**src/rtl/eq_pkg.sv**
```systemverilog
// Shared defaults and fixed-point helpers for the equalizer gain stage.
// Gains are signed Q(GAIN_W-GAIN_FRAC).GAIN_FRAC; samples are signed DATA_W.
package eq_pkg;

  localparam int EQ_NUM_BANDS = 3;
  localparam int EQ_DATA_W    = 16;
  localparam int EQ_GAIN_W    = 8;
  localparam int EQ_GAIN_FRAC = 4;
  localparam int EQ_RAMP_STEP = 1;

  // Working width for rounding; products must fit (DATA_W+GAIN_W <= SR_W).
  localparam int SR_W = 64;
  localparam logic signed [SR_W-1:0] SR_ONE = 64'sd1;

  typedef struct packed {
    logic                   sat;
    logic signed [SR_W-1:0] val;
  } sat_res_t;

  function automatic int unity_gain(input int frac);
    return 1 << frac;
  endfunction

  // Round half toward +inf, then clamp to a dw-bit signed range.
  function automatic sat_res_t sat_round(input logic signed [SR_W-1:0] p,
                                         input int frac, input int dw);
    sat_res_t res;
    logic signed [SR_W-1:0] half, r, hi, lo;
    half = (frac > 0) ? (SR_ONE <<< (frac - 1)) : '0;
    r    = (p + half) >>> frac;
    hi   = (SR_ONE <<< (dw - 1)) - SR_ONE;
    lo   = -(SR_ONE <<< (dw - 1));
    res.sat = 1'b0;
    res.val = r;
    if (r > hi) begin
      res.sat = 1'b1;
      res.val = hi;
    end else if (r < lo) begin
      res.sat = 1'b1;
      res.val = lo;
    end
    return res;
  endfunction

endpackage

```
**src/rtl/gain_ramp_lane.sv**
```systemverilog
// One band: current/target gain with sample-paced ramp, S1 multiply,
// S2 round/saturate and a sticky saturation flag.
module gain_ramp_lane
  import eq_pkg::*;
#(
  parameter int DATA_W    = EQ_DATA_W,
  parameter int GAIN_W    = EQ_GAIN_W,
  parameter int GAIN_FRAC = EQ_GAIN_FRAC,
  parameter int RAMP_STEP = EQ_RAMP_STEP
) (
  input  logic                     clk,
  input  logic                     reset,
  input  logic                     i_accept,
  input  logic signed [DATA_W-1:0] i_sample,
  input  logic                     i_wr,
  input  logic                     i_bypass,
  input  logic signed [GAIN_W-1:0] i_wr_data,
  input  logic                     i_s2_en,
  input  logic                     i_sat_clr,
  output logic signed [DATA_W-1:0] o_out,
  output logic                     o_done,
  output logic                     o_sat
);

  localparam int PW = DATA_W + GAIN_W;
  localparam logic signed [GAIN_W-1:0] UNITY = GAIN_W'(unity_gain(GAIN_FRAC));

  logic signed [GAIN_W-1:0] r_cur, r_target, w_step;
  logic signed [PW-1:0]     r_prod;
  int                       w_diff;
  sat_res_t                 w_res;
  logic                     w_unused_hi;

  always_comb begin
    w_diff = int'(r_target) - int'(r_cur);
    w_step = r_target;
    if (w_diff > RAMP_STEP)       w_step = r_cur + GAIN_W'(RAMP_STEP);
    else if (w_diff < -RAMP_STEP) w_step = r_cur - GAIN_W'(RAMP_STEP);
  end

  assign w_res       = sat_round(SR_W'(r_prod), GAIN_FRAC, DATA_W);
  assign w_unused_hi = ^w_res.val[SR_W-1:DATA_W];
  assign o_done      = (r_cur == r_target);

  // Stepping sees the pre-write target; a bypass write overrides the step.
  always_ff @(posedge clk or negedge reset) begin
    if (!reset) begin
      r_cur    <= UNITY;
      r_target <= UNITY;
    end else begin
      if (i_wr) r_target <= i_wr_data;
      if (i_wr && i_bypass) r_cur <= i_wr_data;
      else if (i_accept)    r_cur <= w_step;
    end
  end

  always_ff @(posedge clk or negedge reset) begin
    if (!reset) begin
      r_prod <= '0;
      o_out  <= '0;
      o_sat  <= 1'b0;
    end else begin
      if (i_accept) r_prod <= i_sample * r_cur;
      if (i_s2_en)  o_out  <= w_res.val[DATA_W-1:0];
      if (i_s2_en && w_res.sat) o_sat <= 1'b1;
      else if (i_sat_clr)       o_sat <= 1'b0;
    end
  end

endmodule

```
**src/rtl/gain_ramp_control.sv**
```systemverilog
// Per-band ramped gain stage between the filter bank and the band summer.
// Top holds the valid pipeline, gain write decode and lane array.
module gain_ramp_control
  import eq_pkg::*;
#(
  parameter int NUM_BANDS = EQ_NUM_BANDS,
  parameter int DATA_W    = EQ_DATA_W,
  parameter int GAIN_W    = EQ_GAIN_W,
  parameter int GAIN_FRAC = EQ_GAIN_FRAC,
  parameter int RAMP_STEP = EQ_RAMP_STEP
) (
  input  logic                                  clk,
  input  logic                                  reset,
  input  logic                                  in_valid,
  input  logic [NUM_BANDS-1:0][DATA_W-1:0]      band_in,
  input  logic                                  gain_wr,
  input  logic [((NUM_BANDS > 1) ? $clog2(NUM_BANDS) : 1)-1:0] gain_wr_sel,
  input  logic signed [GAIN_W-1:0]              gain_wr_data,
  input  logic                                  ramp_bypass,
  input  logic                                  sat_clr,
  output logic                                  out_valid,
  output logic [NUM_BANDS-1:0][DATA_W-1:0]      band_out,
  output logic [NUM_BANDS-1:0]                  ramp_done,
  output logic [NUM_BANDS-1:0]                  sat_flag
);

  localparam int SEL_W  = (NUM_BANDS > 1) ? $clog2(NUM_BANDS) : 1;
  localparam int STAGES = 2;

  logic [STAGES-1:0]    r_vld_pipe;
  logic [NUM_BANDS-1:0] w_wr;

  always_ff @(posedge clk or negedge reset) begin
    if (!reset) r_vld_pipe <= '0;
    else        r_vld_pipe <= {r_vld_pipe[STAGES-2:0], in_valid};
  end

  assign out_valid = r_vld_pipe[STAGES-1];

  // Out-of-range selects match no lane, so the write is dropped.
  for (genvar gi = 0; gi < NUM_BANDS; gi++) begin : g_lane
    assign w_wr[gi] = gain_wr && (gain_wr_sel == SEL_W'(gi));

    gain_ramp_lane #(
      .DATA_W   (DATA_W),
      .GAIN_W   (GAIN_W),
      .GAIN_FRAC(GAIN_FRAC),
      .RAMP_STEP(RAMP_STEP)
    ) u_lane (
      .clk      (clk),
      .reset    (reset),
      .i_accept (in_valid),
      .i_sample (band_in[gi]),
      .i_wr     (w_wr[gi]),
      .i_bypass (ramp_bypass),
      .i_wr_data(gain_wr_data),
      .i_s2_en  (r_vld_pipe[0]),
      .i_sat_clr(sat_clr),
      .o_out    (band_out[gi]),
      .o_done   (ramp_done[gi]),
      .o_sat    (sat_flag[gi])
    );
  end

endmodule

```
**config.mk**
```make
export PLATFORM = sky130hd
export DESIGN_NAME = gain_ramp_control
export DESIGN_NICKNAME = d
export VERILOG_FILES = /design/src/rtl/eq_pkg.sv /design/src/rtl/gain_ramp_lane.sv /design/src/rtl/gain_ramp_control.sv
export SDC_FILE = /design/constraint.sdc
export NUM_CORES = 1
export LEC_CHECK = 0
export CAP_MARGIN = 10
export CORE_MARGIN = 2
export CORE_UTILIZATION = 40
export DETAILED_ROUTE_END_ITERATION = 10
export DONT_BUFFER_PORTS = 1
export GPL_TIMING_DRIVEN = 0
export HOLD_SLACK_MARGIN = 0.08
export PLACE_DENSITY = 0.59
export SLEW_MARGIN = 5
export SYNTH_ARGS = -nofsm -noshare
export SYNTH_HDL_FRONTEND = slang
export SYNTH_SLANG_ARGS = --single-unit
```
**constraint.sdc**
```tcl
create_clock -name clk -period 5.8 [get_ports clk]
set_input_delay 0.29 -clock clk [delete_from_list [all_inputs] [get_ports clk]]
set_output_delay 0.29 -clock clk [all_outputs]
set_load 0.02 [all_outputs]
```
; ---- Yosys cells after proc, flatten, opt, wreduce, memory -nomap -nowiden
; Index checks and enable logic that the tools add are counted.
[totals]
ff_bits = 173
output_inout_bits = 55
word_cells = 86
[classes]
n_addsub = 12
multipliers = 3
magnitude_cmp = 12
n_eq_ne = 5
n_mux = 22
reduce_logical = 16
[op_table]
columns = cell, count
row1 = $mux W65, 6
row2 = $gt A32 B2 Y1 const B, 3
row3 = $lt A32 B1 Y1 const B, 3
row4 = $mux W8, 12
row5 = $add A24 B5 Y25 const B, 3
row6 = $mul A16 B8 Y24, 3
row7 = $gt A21 B16 Y1 const B, 3
row8 = $lt A21 B16 Y1 const B, 3
row9 = $sub A8 B8 Y9, 3
row10 = $add A8 B2 Y8 const B, 3
row11 = $eq A8 B8 Y1, 3
row12 = $sub A8 B2 Y8 const B, 3
row13 = $reduce_bool A2 Y1, 6
row14 = $logic_and A1 B1 Y1, 9
row15 = $mux W1, 4
row16 = $eq A2 B1 Y1 const B, 1
row17 = $eq A2 B2 Y1 const B, 1
row18 = $logic_not A2 Y1, 1

; ---- Longest topological paths before layout
; Gate-level depths: netlist of run 1.
[depth]
ltp_word = 6
mapped_depth = 22
mapped_depth_nobuf = 20

; ---- Hierarchy
; From an unflattened synthesis of run 1, not the netlist that was laid out.
[unflattened]
cells_unflattened = 2676
hier_area_um2 = 23917.9
[by_module_without_submodules]
columns = module, instances, cells_each, area_per_inst_um2, seq_area_each_um2
row1 = gain_ramp_lane (g_lane[0].u_lane), 1, 902, 8002.7, 1353.8
row2 = gain_ramp_lane (g_lane[2].u_lane), 1, 874, 7931.4, 1353.8
row3 = gain_ramp_lane (g_lane[1].u_lane), 1, 895, 7903.8, 1353.8
row4 = gain_ramp_control, 1, 5, 80.1, 50.0

; ---- Worst setup path before layout of run 1
; No wires, ideal clock.
[synth_path]
path_kind = register to register
from = register g_lane[2].u_lane.r_cur[4]
to = register g_lane[2].u_lane.r_prod[23]
setup_time_ps = 125
t_arrival_ps = 5238
required_ps = 5675
slack_ps = 437
path_stages_with_launch = 21
path_buffers = 3
period_less_slack_ps = 5363
path_cell_list = dfstp_2 > clkbuf_1 > clkbuf_1 > and2_1 > fa_1 > inv_1 > fa_1 > fa_1 > fa_1 > inv_1 > ha_1 > clkbuf_1 > a2111oi_0 > o211ai_1 > nand3_1 > a31oi_1 > o221ai_1 > a21boi_1 > o41ai_1 > xnor2_1 > mux2_2
[synth_via]
elab_chain_cells = 1
[synth_rtl]
columns = element, line_no
row1 = from (decl), gain_ramp_lane.sv:28  ; logic signed [GAIN_W-1:0] r_cur, r_target, w_step;
row2 = from (signal assigned), gain_ramp_lane.sv:52  ; if (i_wr && i_bypass) r_cur <= i_wr_data;
row3 = from (signal assigned), gain_ramp_lane.sv:53  ; else if (i_accept) r_cur <= w_step;
row4 = $mul A16 B8 Y24, gain_ramp_lane.sv:63  ; if (i_accept) r_prod <= i_sample * r_cur;
row5 = to (signal assigned), gain_ramp_lane.sv:63
row6 = to (decl), gain_ramp_lane.sv:29  ; logic signed [PW-1:0] r_prod;
; No other way between the ends.
; A chain may end at the register's enable or synchronous reset.

; ---- Final worst setup path of run 1
; Ends and elaborated chain as after synthesis.

==> results of run 1 <==
[worst paths after layout]
kind / cells after the start / slack (ns) / from / endpoint
min in group asynchronous: 2 / 0.44 / reset / r_vld_pipe[1]$_DFF_PN0_
worst min register to register: 2 / 0.48 / g_lane[1].u_lane.r_target[4]$_DFFE_PN1P_ / g_lane[1].u_lane.r_cur[4]$_DFFE_PN1P_
worst max-delay path: 19 / 0.26 / g_lane[2].u_lane.r_cur[4]$_DFFE_PN1P_ / g_lane[2].u_lane.r_prod[23]$_DFFE_PN0P_
worst max register to register: 19 / 0.26 / g_lane[2].u_lane.r_cur[4]$_DFFE_PN1P_ / g_lane[2].u_lane.r_prod[23]$_DFFE_PN0P_
worst min-delay path: 4 / 0.16 / ramp_bypass / g_lane[0].u_lane.r_cur[1]$_DFFE_PN0P_
max in group asynchronous: 2 / 4.55 / reset / g_lane[2].u_lane.r_cur[6]$_DFFE_PN0P_
[synth_stat cells, types with 8 or more instances]
library cell  number
clkbuf_1          75
o21a_1             8
a21oi_1          111
a31oi_1           17
nand4_1           22
fa_1             312
xnor2_1          105
inv_1            476
nand3_1           92
nand3b_1          16
mux2_2            68
nand2b_1          19
a221oi_1           8
ha_1             162
nor3b_1            9
nor2b_1           20
nor4_1             8
and2_1           262
or3_1             10
dfrtp_1          158
a21o_1            30
xor2_1            31
nor2_1           138
o221ai_1          11
o31ai_1           12
o21ai_0           80
o211ai_1          14
o21ai_1           16
nor3_1            40
and3_1            27
nand2_1          176
[cell usage in the layout (no fill, tap or decap), drive strengths merged, types with 14 or more instances in the layout]
cell type	n
nand4	22
nor2	138
nand3	92
clkbuf	75
and2	264
buf	25
nand2b	19
nor3	41
fa	312
a21o	30
mux2	68
o21ai	98
ha	162
o211ai	14
inv	480
nand2	176
xnor2	105
o31ai	14
a21oi	112
and3	27
nand3b	16
a31oi	18
nor2b	20
xor2	31
dfrtp	158
[tightest hold or removal path, cell delays in order]
cell and delay, ns:
nand2_1 0.10, nand3_1 0.08, o21ai_0 0.07, a21oi_1 0.04
[cell families after synthesis]
kind of cell / count (synthesis)
and+or+nand+nor: 865
buffers and inverters: 571
xor gates and xnor gates: 136
AOI/OAI and AO/OA: 385
muxes: 75
adders and majority gates: 475
DFF: 164
[repair_timing]
action,CTS,global route
hold buffers,12,0
buffers inserted,0,4
setup endpoints to repair,18,16
hold endpoints to repair,215,0
resized for setup,26,39
pin swaps,0,0
[registers in the layout (all words and copies together) (netlist names)]
signal / count
g_lane.u_lane.r_prod: 63
g_lane.u_lane.o_out: 48
g_lane.u_lane.r_cur: 24
g_lane.u_lane.r_target: 24
g_lane.u_lane.o_sat: 3
r_vld_pipe: 2
[routing by layer]
layer,share of wire,vias to the layer above,track usage,routed length (microns)
met2,0.48,443,0.360,30300
met4,0.028,4,0.0675,1780
met3,0.058,80,0.0405,3680
met5,0.00043,-,0,27
met1,0.43,9290,0.281,27300
li1,-,8671,-,-
[through the flow]
step	utilization	cell area, sq um	TNS (ns)	hold WS [ns]	setup slack, ns
2_1_floorplan	-	23700	0	-0.00559	0.437
3_3_place_gp	0.419	24600	-3.25	0.0123	-0.456
3_5_place_dp	0.419	24600	-4.33	-0.00182	-0.522
4_1_cts	0.430	25300	0	0.124	0.00950
5_1_grt	0.432	25400	-0.0293	0.164	-0.0293
6_report	0.432	25400	0	0.159	0.261
[area by class of cell]
| cell class | instances | area, sq um |
|---|---|---|
| sequential | 164 | 4120 |
| clock inverter | 13 | 97.6 |
| tap | 773 | 967 |
| timing repair buffer | 16 | 168 |
| inverter | 479 | 1800 |
| fill | 5771 | 33400 |
| multi-input combinational | 1936 | 17400 |
| clock buffer | 19 | 453 |
| buffer | 76 | 368 |
==> key figures, run 1 <==
Global route
  • First-pass GRT wire length: 103000 microns
  • Largest net degree at the start of global routing: 165
  • Global route overflow: 0
  • Initial antenna violation count: 2
  • Number of global-route vias before repair: 19100
  • GRT Overall Usage: 0.215

Clocking
  • Clk sinks: 164
  • Reg clk slew, reported paths: about 0.07 ns
  • H-tree depth: 4
  • Root Buffer: clkbuf_16
  • Clock Tree Buf Depth: 2
  • CTS Buf Count: 17
  • Clk_lat worst skew: 0.49 ns
  • CTS tree: done

Floorplan
  • I/O pin count: 119
  • Die Y: 247 microns
  • Die area: 0.0611 sq mm
  • Core Rows: 89
  • Core footprint: between 0.05 and 0.06 sq mm
  • Die X: 247 microns
  • Initial core utilization: 0.403

STA
  • Final Skew: 0.0186 ns
  • Rel. slew slack: 0.257
  • Slew at the pin closest to its max-slew limit: 1.11 ns
  • Fmax: 181 MHz
  • Period utilization: 0.955
  • Minimum clock period: about 5.5 ns
  • Setup violators final: 0
  • Endpoints failing hold: 0
  • Max-slew violations: 0

Critical path
  • Setup crit end kind: register
  • CP dominant cell by count: fa_1
  • Crit Path Max Fanout: 11
  • Crit-path cells: buf_4 -> and2_1 -> fa_1 -> inv_1 -> fa_1 -> fa_1 -> fa_1 -> inv_1 -> ha_1 -> clkbuf_1 -> a2111oi_2 -> o211ai_1 -> nand3_1 -> a31oi_1 -> o221ai_1 -> a21boi_1 -> o41ai_2 -> xnor2_1 -> mux2_2
  • Delay-heaviest family, CP: adder cells
  • CP Buf/Inv Count: 4
  • CP Launch Type: register
  • CP arrival: 5.90 ns
  • Slowest Stage Delay on Critical Path: ~0.66 ns
  • Critical path type: reg -> reg
  • Worst path slowest cell: dfstp_2
  • Worst EP required: around 6 ns

Synth
  • Main synth FF type: dfrtp_1
  • Post-synth top area share: 0.264
  • Syn avg cell area: 8.86 sq um
  • Compound-Gate Fraction of Synth Area: 0.106
  • Cell area after synthesis: 0.0237 sq mm
  • Mapped Cells: 2671
  • Seq cells post-synth: 164
  • Synth area leader: fa_1
  • Post-synthesis mux area share: 0.0355
  • Adder-Cell Fraction of Synth Area: 0.350
  • Post-synthesis sequential area ratio: 0.174
  • Syn. warnings: 0
  • XOR/XNOR Fraction of Synth Area: 0.0503
  • Simple-Gate Fraction of Synth Area: 0.192
  • Syn nets: 3209
  • EDFF count, synth: 0
  • Top post-synthesis cells by area: fa_1, dfrtp_1, ha_1
  • Post-synth ARST share: 1.00
  • Unique masters post-synth: between 80 and 90
  • Largest family of logic cells by synthesized area: adder cells

Placement
  • Number of port buffers: 0
  • DP HPWL: ~51000 microns
  • DP Cell Count: 3444
  • RePlAce Congestion: 0.880

Route
  • Number of DRC markers in iteration 0: 1179
  • Post-DR vias/cell: approximately 5.3
  • Residual DRC: 0
  • Final antenna-violating net count: 0
  • Via count: 18500
  • Final wirelength: 63100 microns
  • WL/cell: 18.1 microns
  • Drt first pass iters: 5

Final layout
  • Post-route insts no fill: 3476
  • NumNets Final: 3228
  • Synthesis-to-layout area growth: 7.26%
  • Diodes inserted: 0
  • Share of layout cells above drive strength 1: 0.0684

Run status
  • Outcome: completed

Flow run
  • Max Cap Viol: 0

Hold path
  • Worst Hold Class: in -> reg
Power of run 1 is not shown: default switching activity piles up to over one toggle a cycle in this logic, so the estimate is an artifact.
==> run 2: changes to the inputs <==
--- a/config.mk
+++ b/config.mk
@@ -9,3 +9,3 @@
 export CORE_MARGIN = 2
-export CORE_UTILIZATION = 40
+export CORE_UTILIZATION = 35
 export DETAILED_ROUTE_END_ITERATION = 10
@@ -14,3 +14,3 @@
 export HOLD_SLACK_MARGIN = 0.08
-export PLACE_DENSITY = 0.59
+export PLACE_DENSITY = 0.54
 export SLEW_MARGIN = 5
--- a/constraint.sdc
+++ b/constraint.sdc
@@ -3,2 +3,2 @@
 set_output_delay 0.29 -clock clk [all_outputs]
-set_load 0.02 [all_outputs]
+set_load 0.1 [all_outputs]
==> key figures, run 2 (synthesis gave the netlist of run 1 again) <==
Run status
  • Outcome: completed

Clocking
  • CTS Buf Count: 17
  • Clk_lat worst skew: 0.45 ns
  • Clk sinks: about 160
  • CTS tree: done
  • Clock Tree Buf Depth: 2
  • Root Buffer: clkbuf_16
  • Reg clk slew, reported paths: 0.07 ns
  • H-tree depth: 4

Global route
  • GRT Overall Usage: 0.192
  • First-pass GRT wire length: 106000 microns
  • Largest net degree at the start of global routing: 165
  • Number of global-route vias before repair: 19400
  • Global route overflow: 0
  • Initial antenna violation count: 3

Floorplan
  • Die Y: approximately 260 microns
  • Core Rows: 95
  • Core footprint: 0.0670 sq mm
  • Die area: 0.0697 sq mm
  • Die X: 264 microns
  • Initial core utilization: 0.353
  • I/O pin count: 119

Critical path
  • Worst path slowest cell: dfstp_4
  • Crit Reg-Reg Startpoint: g_lane[2].u_lane.r_cur[4]$_DFFE_PN1P_
  • Worst reg2reg setup slack: 0.29 ns
  • Reg2reg end: g_lane[2].u_lane.r_prod[23]$_DFFE_PN0P_
  • Setup crit end kind: register
  • CP Buf/Inv Count: 4
  • Reg2Reg Depth: 19
  • Crit Path Max Fanout: 14
  • Critical path type: reg -> reg
  • Delay-heaviest family, CP: adder cells
  • Worst EP required: 6.14 ns
  • CP arrival: 5.85 ns
  • CP Launch Type: register
  • Crit-path cells: buf_4 -> and2_1 -> fa_1 -> inv_1 -> fa_1 -> fa_1 -> fa_1 -> inv_1 -> ha_1 -> clkbuf_1 -> a2111oi_2 -> o211ai_1 -> nand3_1 -> a31oi_1 -> o221ai_2 -> a21boi_1 -> o41ai_2 -> xnor2_1 -> mux2_2
  • CP dominant cell by count: fa_1
  • Slowest Stage Delay on Critical Path: 0.73 ns

Route
  • Residual DRC: 0
  • Via count: around 18000
  • Drt first pass iters: 7
  • Final wirelength: between 60000 and 70000 microns
  • Final antenna-violating net count: 0
  • Post-DR vias/cell: 5.16
  • WL/cell: roughly 18 microns
  • Number of DRC markers in iteration 0: 1101

STA
  • Fmax: 182 MHz
  • Slew at the pin closest to its max-slew limit: 1.09 ns
  • Period utilization: 0.950
  • Minimum clock period: 5.51 ns
  • Rel. slew slack: 0.272
  • Setup violators final: 0
  • Final Skew: 0.0150 ns
  • Endpoints failing hold: 0
  • Hold Slack: 0.108 ns
  • RSZ-0062 raised after global routing: false
  • Max-slew violations: 0

Final layout
  • Biggest register: g_lane.u_lane.r_prod
  • Synthesis-to-layout area growth: 7.95%
  • Biggest regs: g_lane.u_lane.r_prod x63, g_lane.u_lane.o_out x48
  • Commonest non-fill, non-tap cell in the layout: inv_1
  • FILL cells: 6796
  • NumNets Final: 3227
  • Max FFs per register: 63
  • Multi-input gate area: 0.0174 sq mm
  • Most frequent cells in the layout: inv_1, fa_1, and2_1
  • Share of layout cells above drive strength 1: 0.0692
  • Register area: 0.00413 sq mm

Hold path
  • Hold path startpoint: gain_wr_data[3]
  • Hold endpoint: g_lane[1].u_lane.r_cur[3]$_DFFE_PN0P_
  • Worst Hold Class: in -> reg
  • Hold Path Depth: 2

Flow run
  • Max Cap Viol: 0

Placement
  • RePlAce Congestion: between 0.8 and 0.9
  • DP HPWL: 52900 microns
  • Number of port buffers: 0
## run 2: changes by cell type in the layout (fill, tap and decap cells not counted), moves of 2 or more
cell,previous run,this run
inv_2,2,0
clkbuf_4,1,3
inv_6,4,6
clkbuf_1,38,36
diode_2,0,2
clkinvlp_4,4,2
clkinv_4,2,0
inv_8,0,4
dfrtp_2,10,12
clkbuf_2,17,15
dfrtp_1,148,146
## run 2: worst reg2reg max path, delay by kind of cell, from the launching register on
family | cells | cell delay (ns)
compound gates | 6 | 1.30
xor+xnor | 1 | 0.11
flops | 1 | 0.73
mux | 1 | 0.26
simple gates | 2 | 0.28
fa+ha+maj | 5 | 2.15
buf+inv | 4 | 0.55
## run 2: layout make-up
| type | count | share of cell area |
|---|---|---|
| Antenna cell | 2 | 0.000196 |
| Buffer | 73 | 0.0140 |
| Clock buffer | 18 | 0.0172 |
| Clock inverter | 14 | 0.00514 |
| Inverter | 479 | 0.0707 |
| Multi-Input combinational cell | 1936 | 0.681 |
| Sequential cell | 164 | 0.162 |
| Tap cell | 873 | 0.0428 |
| Timing Repair Buffer | 18 | 0.00715 |
## run 2: worst max-delay path by stage
stage | startpoint | end | slack (ns) | cells past startpoint
floorplan | g_lane[2].u_lane.r_cur[4]$_DFFE_PN1P_ | g_lane[2].u_lane.r_prod[23]$_DFFE_PN0P_ | 0.44 | 20
global placement | g_lane[2].u_lane.r_cur[7]$_DFFE_PN0P_ | g_lane[2].u_lane.r_prod[22]$_DFFE_PN0P_ | -0.55 | 19
detailed placement | g_lane[2].u_lane.r_cur[7]$_DFFE_PN0P_ | g_lane[2].u_lane.r_prod[22]$_DFFE_PN0P_ | -0.60 | 19
CTS | g_lane[1].u_lane.r_cur[4]$_DFFE_PN1P_ | g_lane[1].u_lane.r_prod[23]$_DFFE_PN0P_ | 0.009 | 18
global route | g_lane[1].u_lane.r_cur[7]$_DFFE_PN0P_ | g_lane[1].u_lane.r_prod[23]$_DFFE_PN0P_ | 0.01 | 19
finish | g_lane[2].u_lane.r_cur[4]$_DFFE_PN1P_ | g_lane[2].u_lane.r_prod[23]$_DFFE_PN0P_ | 0.29 | 19
## run 2: layer usage
layer,vias up,track usage,wire [microns]
met5,-,0,13
met3,64,0.0427,3810
met2,412,0.329,31300
li1,8652,-,-
met1,9315,0.240,28000
met4,2,0.0594,1660
## run 2: per-stage QoR
stage	cells	setup TNS, ns	worst slack (ns)	cell area (sq um)	utilization
2_1_floorplan	2671	0	0.437	23700	-
5_1_grt	3577	0	0.0104	25600	0.381
3_3_place_gp	3544	-5.16	-0.547	24800	0.369
6_report	3577	0	0.291	25600	0.381
4_1_cts	3575	0	0.00859	25500	0.380
3_5_place_dp	3544	-5.69	-0.602	24800	0.369
## run 2: what timing repair did
| action | in CTS | in global routing |
|---|---|---|
| gates resized for setup | 27 | 46 |
| hold buffers | 12 | 0 |
| endpoints found under the setup margin | 23 | 16 |
| buffers inserted | 0 | 6 |
| pin swaps | 0 | 2 |
| endpoints found under the hold margin | 213 | 0 |
Power of run 2 is left out for the same reason.
==> run 3: changes to the inputs <==
ABC_AREA = 1   (was unset)
CTS_BUF_LIST = sky130_fd_sc_hd__clkbuf_8   (was unset)
PLACE_DENSITY = 0.56   (was 0.54)
clock period = 4.9 ns   (was 5.8 ns; I/O delays follow)
==> key figures, run 3 <==
Final layout
  • Most frequent cells in the layout: nand2_1, inv_1, fa_1
  • NumNets Final: 4229
  • Share of layout cells above drive strength 1: 0.0715
  • Commonest non-fill, non-tap cell in the layout: nand2_1
  • Synthesis-to-layout area growth: 10.2%
  • Max FFs per register: 63
  • Biggest register: g_lane.u_lane.r_prod
  • Biggest regs: g_lane.u_lane.r_prod x63, g_lane.u_lane.o_out x48
  • Final design utilization: 0.387

Placement
  • Number of port buffers: 0
  • RePlAce Congestion: 0.879
  • DP HPWL: between 50000 and 60000 microns

Floorplan
  • I/O pin count: 119
  • Die Y: 274 microns
  • Initial core utilization: 0.352
  • Core Rows: just under 100
  • Die area: 0.0751 sq mm
  • Core footprint: 0.0726 sq mm
  • Die X: 274 microns

Synth
  • Most instantiated cells after synthesis: nand2_1, inv_1, fa_1, nor2_1, nand3_1
  • Unique masters post-synth: 51
  • Mapped Cells: approximately 3600
  • Top-count cell post-synth: nand2_1
  • Cell area after synthesis: around 0.026 sq mm
  • Seq cells post-synth: 164
  • Main synth FF type: dfrtp_1
  • Top post-synthesis cells by area: fa_1, dfrtp_1, nand2_1
  • Syn nets: 4169
  • Post-synth ARST share: 1.00
  • EDFF count, synth: 0
  • Syn. warnings: 0
  • Post-synthesis sequential area ratio: 0.161
  • Syn avg cell area: 7.03 sq um
  • Synth area leader: fa_1
  • Post-synth top area share: 0.245

Critical path
  • CP Buf/Inv Count: 5
  • Worst reg2reg setup slack: between 0.15 and 0.2 ns
  • Crit Path Max Fanout: 11
  • Reg2Reg Depth: 19
  • CP Depth: 19
  • CP Launch Type: register
  • Delay-heaviest family, CP: adder cells
  • CP arrival: 5.14 ns
  • Worst Setup EP: g_lane[0].u_lane.r_prod[20]$_DFFE_PN0P_
  • Worst EP required: 5.33 ns
  • Slowest Stage Delay on Critical Path: between 0.5 and 0.6 ns
  • Crit-path cells: inv_4 -> buf_8 -> nor2_1 -> fa_1 -> fa_1 -> fa_1 -> inv_1 -> fa_1 -> inv_1 -> ha_1 -> nand2_1 -> inv_1 -> a21oi_4 -> o21ai_2 -> nand2_1 -> nand2_1 -> or2_2 -> nand3_1 -> o21ai_0
  • Worst setup startpoint: g_lane[0].u_lane.r_cur[7]$_DFFE_PN0P_
  • Critical path type: reg -> reg
  • CP dominant cell by count: fa_1
  • Worst path slowest cell: fa_1
  • Reg2reg end: g_lane[0].u_lane.r_prod[20]$_DFFE_PN0P_
  • Setup crit end kind: register
  • Crit Reg-Reg Startpoint: g_lane[0].u_lane.r_cur[7]$_DFFE_PN0P_

STA
  • Period utilization: 0.961
  • Fmax: roughly 210 MHz
  • Setup violators final: 0
  • TNS Setup: 0 ns
  • Slew at the pin closest to its max-slew limit: 1.12 ns
  • Rel. slew slack: 0.251
  • Endpoints failing hold: 0
  • RSZ-0062 raised after global routing: true
  • Minimum clock period: between 4 and 5 ns
  • Max-slew violations: 0
  • Final Skew: around 0.013 ns

Global route
  • Initial antenna violation count: 6
  • First-pass GRT wire length: 116000 microns
  • Number of global-route vias before repair: roughly 22000
  • Global route overflow: 0
  • Largest net degree at the start of global routing: 165
  • GRT Overall Usage: 0.196

Route
  • Number of DRC markers in iteration 0: 1361
  • Final antenna-violating net count: 0
  • WL/cell: 15.2 microns
  • Post-DR vias/cell: 4.65
  • Via count: 21700
  • Final wirelength: 70700 microns
  • Drt first pass iters: 7
  • Residual DRC: 0

Clocking
  • Root Buffer: clkbuf_8
  • Clk sinks: 164
  • Clk_lat worst skew: 0.56 ns
  • CTS tree: done
  • H-tree depth: 4
  • Reg clk slew, reported paths: 0.10 ns
  • CTS Buf Count: 17
  • Clock Tree Buf Depth: 2

Hold path
  • Hold path startpoint: gain_wr
  • Worst Hold Class: in -> reg

Run status
  • Outcome: completed

Flow run
  • Max Cap Viol: 0
run 3: changes by cell type after synthesis, sizes merged, moves of 48 or more:
cell and change:
nor2 +48, nand2 +871, nand3 +77, xor2 +70
inv +442, mux2 -68, xnor2 -64, and2 -262
run 3: worst register-to-register path, stage by stage, from the launching register on:
cell and delay [ns]:
dfrtp_2 0.46, inv_4 0.13, buf_8 0.17, nor2_1 0.08, fa_1 0.51, fa_1 0.54
fa_1 0.57, inv_1 0.07, fa_1 0.53, inv_1 0.04, ha_1 0.36, nand2_1 0.13
inv_1 0.08, a21oi_4 0.19, o21ai_2 0.10, nand2_1 0.08, nand2_1 0.07, or2_2 0.27
nand3_1 0.11, o21ai_0 0.10
run 3: timing repair:
action / 4_1_cts / 5_1_grt
resized for setup: 94 / 93
buffers inserted: 14 / 21
hold buffers: 26 / 0
endpoints found under the hold margin: 207 / 0
cloned: 0 / 0
pin swaps: 4 / 14
endpoints found under the setup margin: 48 / 34
run 3: worst min path at each step:
stage                                          endpoint  slack [ns]  cells past startpoint
2_1_floorplan     g_lane[0].u_lane.o_out[0]$_DFFE_PN0P_       -0.05                      0
3_3_place_gp      g_lane[1].u_lane.r_cur[3]$_DFFE_PN0P_       -0.04                      0
3_5_place_dp      g_lane[1].u_lane.r_cur[3]$_DFFE_PN0P_       -0.04                      0
4_1_cts        g_lane[0].u_lane.r_target[7]$_DFFE_PN0P_        0.11                      4
5_1_grt         g_lane[1].u_lane.r_prod[20]$_DFFE_PN0P_        0.18                      2
6_report       g_lane[0].u_lane.r_target[7]$_DFFE_PN0P_        0.17                      4
run 3: logic make-up after synthesis:
logic type                 synth area share
DFF                                   0.161
buffers and inverters                 0.159
adders and majority gates             0.324
xor gates and xnor gates             0.0501
AOI/OAI and AO/OA                    0.0638
and+or+nand+nor                       0.241
run 3: layout make-up:
cell class	instances	area, sq um
multi-input combinational	2407	17700
clock inverter	14	169
fill	7901	44500
clock buffer	18	248
inverter	930	3510
sequential	164	4130
buffer	110	638
timing repair buffer	61	536
tap	959	1200
antenna	2	5.00
run 3: per-layer routing:
layer  global-route usage  share of wire  vias up
li1                     -              -    10800
met4               0.0518          0.018        6
met5                    0        0.00052        -
met3               0.0269          0.036       69
met2                0.340           0.49      358
met1                0.255           0.45    10400
run 3: through the flow:
| step | area, sq um | cells | worst slack [ns] | hold WS (ns) |
|---|---|---|---|---|
| after CTS | 27700 | 4644 | 0.00112 | 0.110 |
| after floorplan | 25500 | 3631 | 0.0487 | -0.0506 |
| after global placement | 26700 | 4590 | -0.990 | -0.0365 |
| after detailed placement | 26700 | 4590 | -1.00 | -0.0364 |
| after global routing | 28100 | 4664 | -0.00611 | 0.184 |
| final | 28100 | 4665 | 0.191 | 0.171 |
Power of run 3 is left out for the same reason.
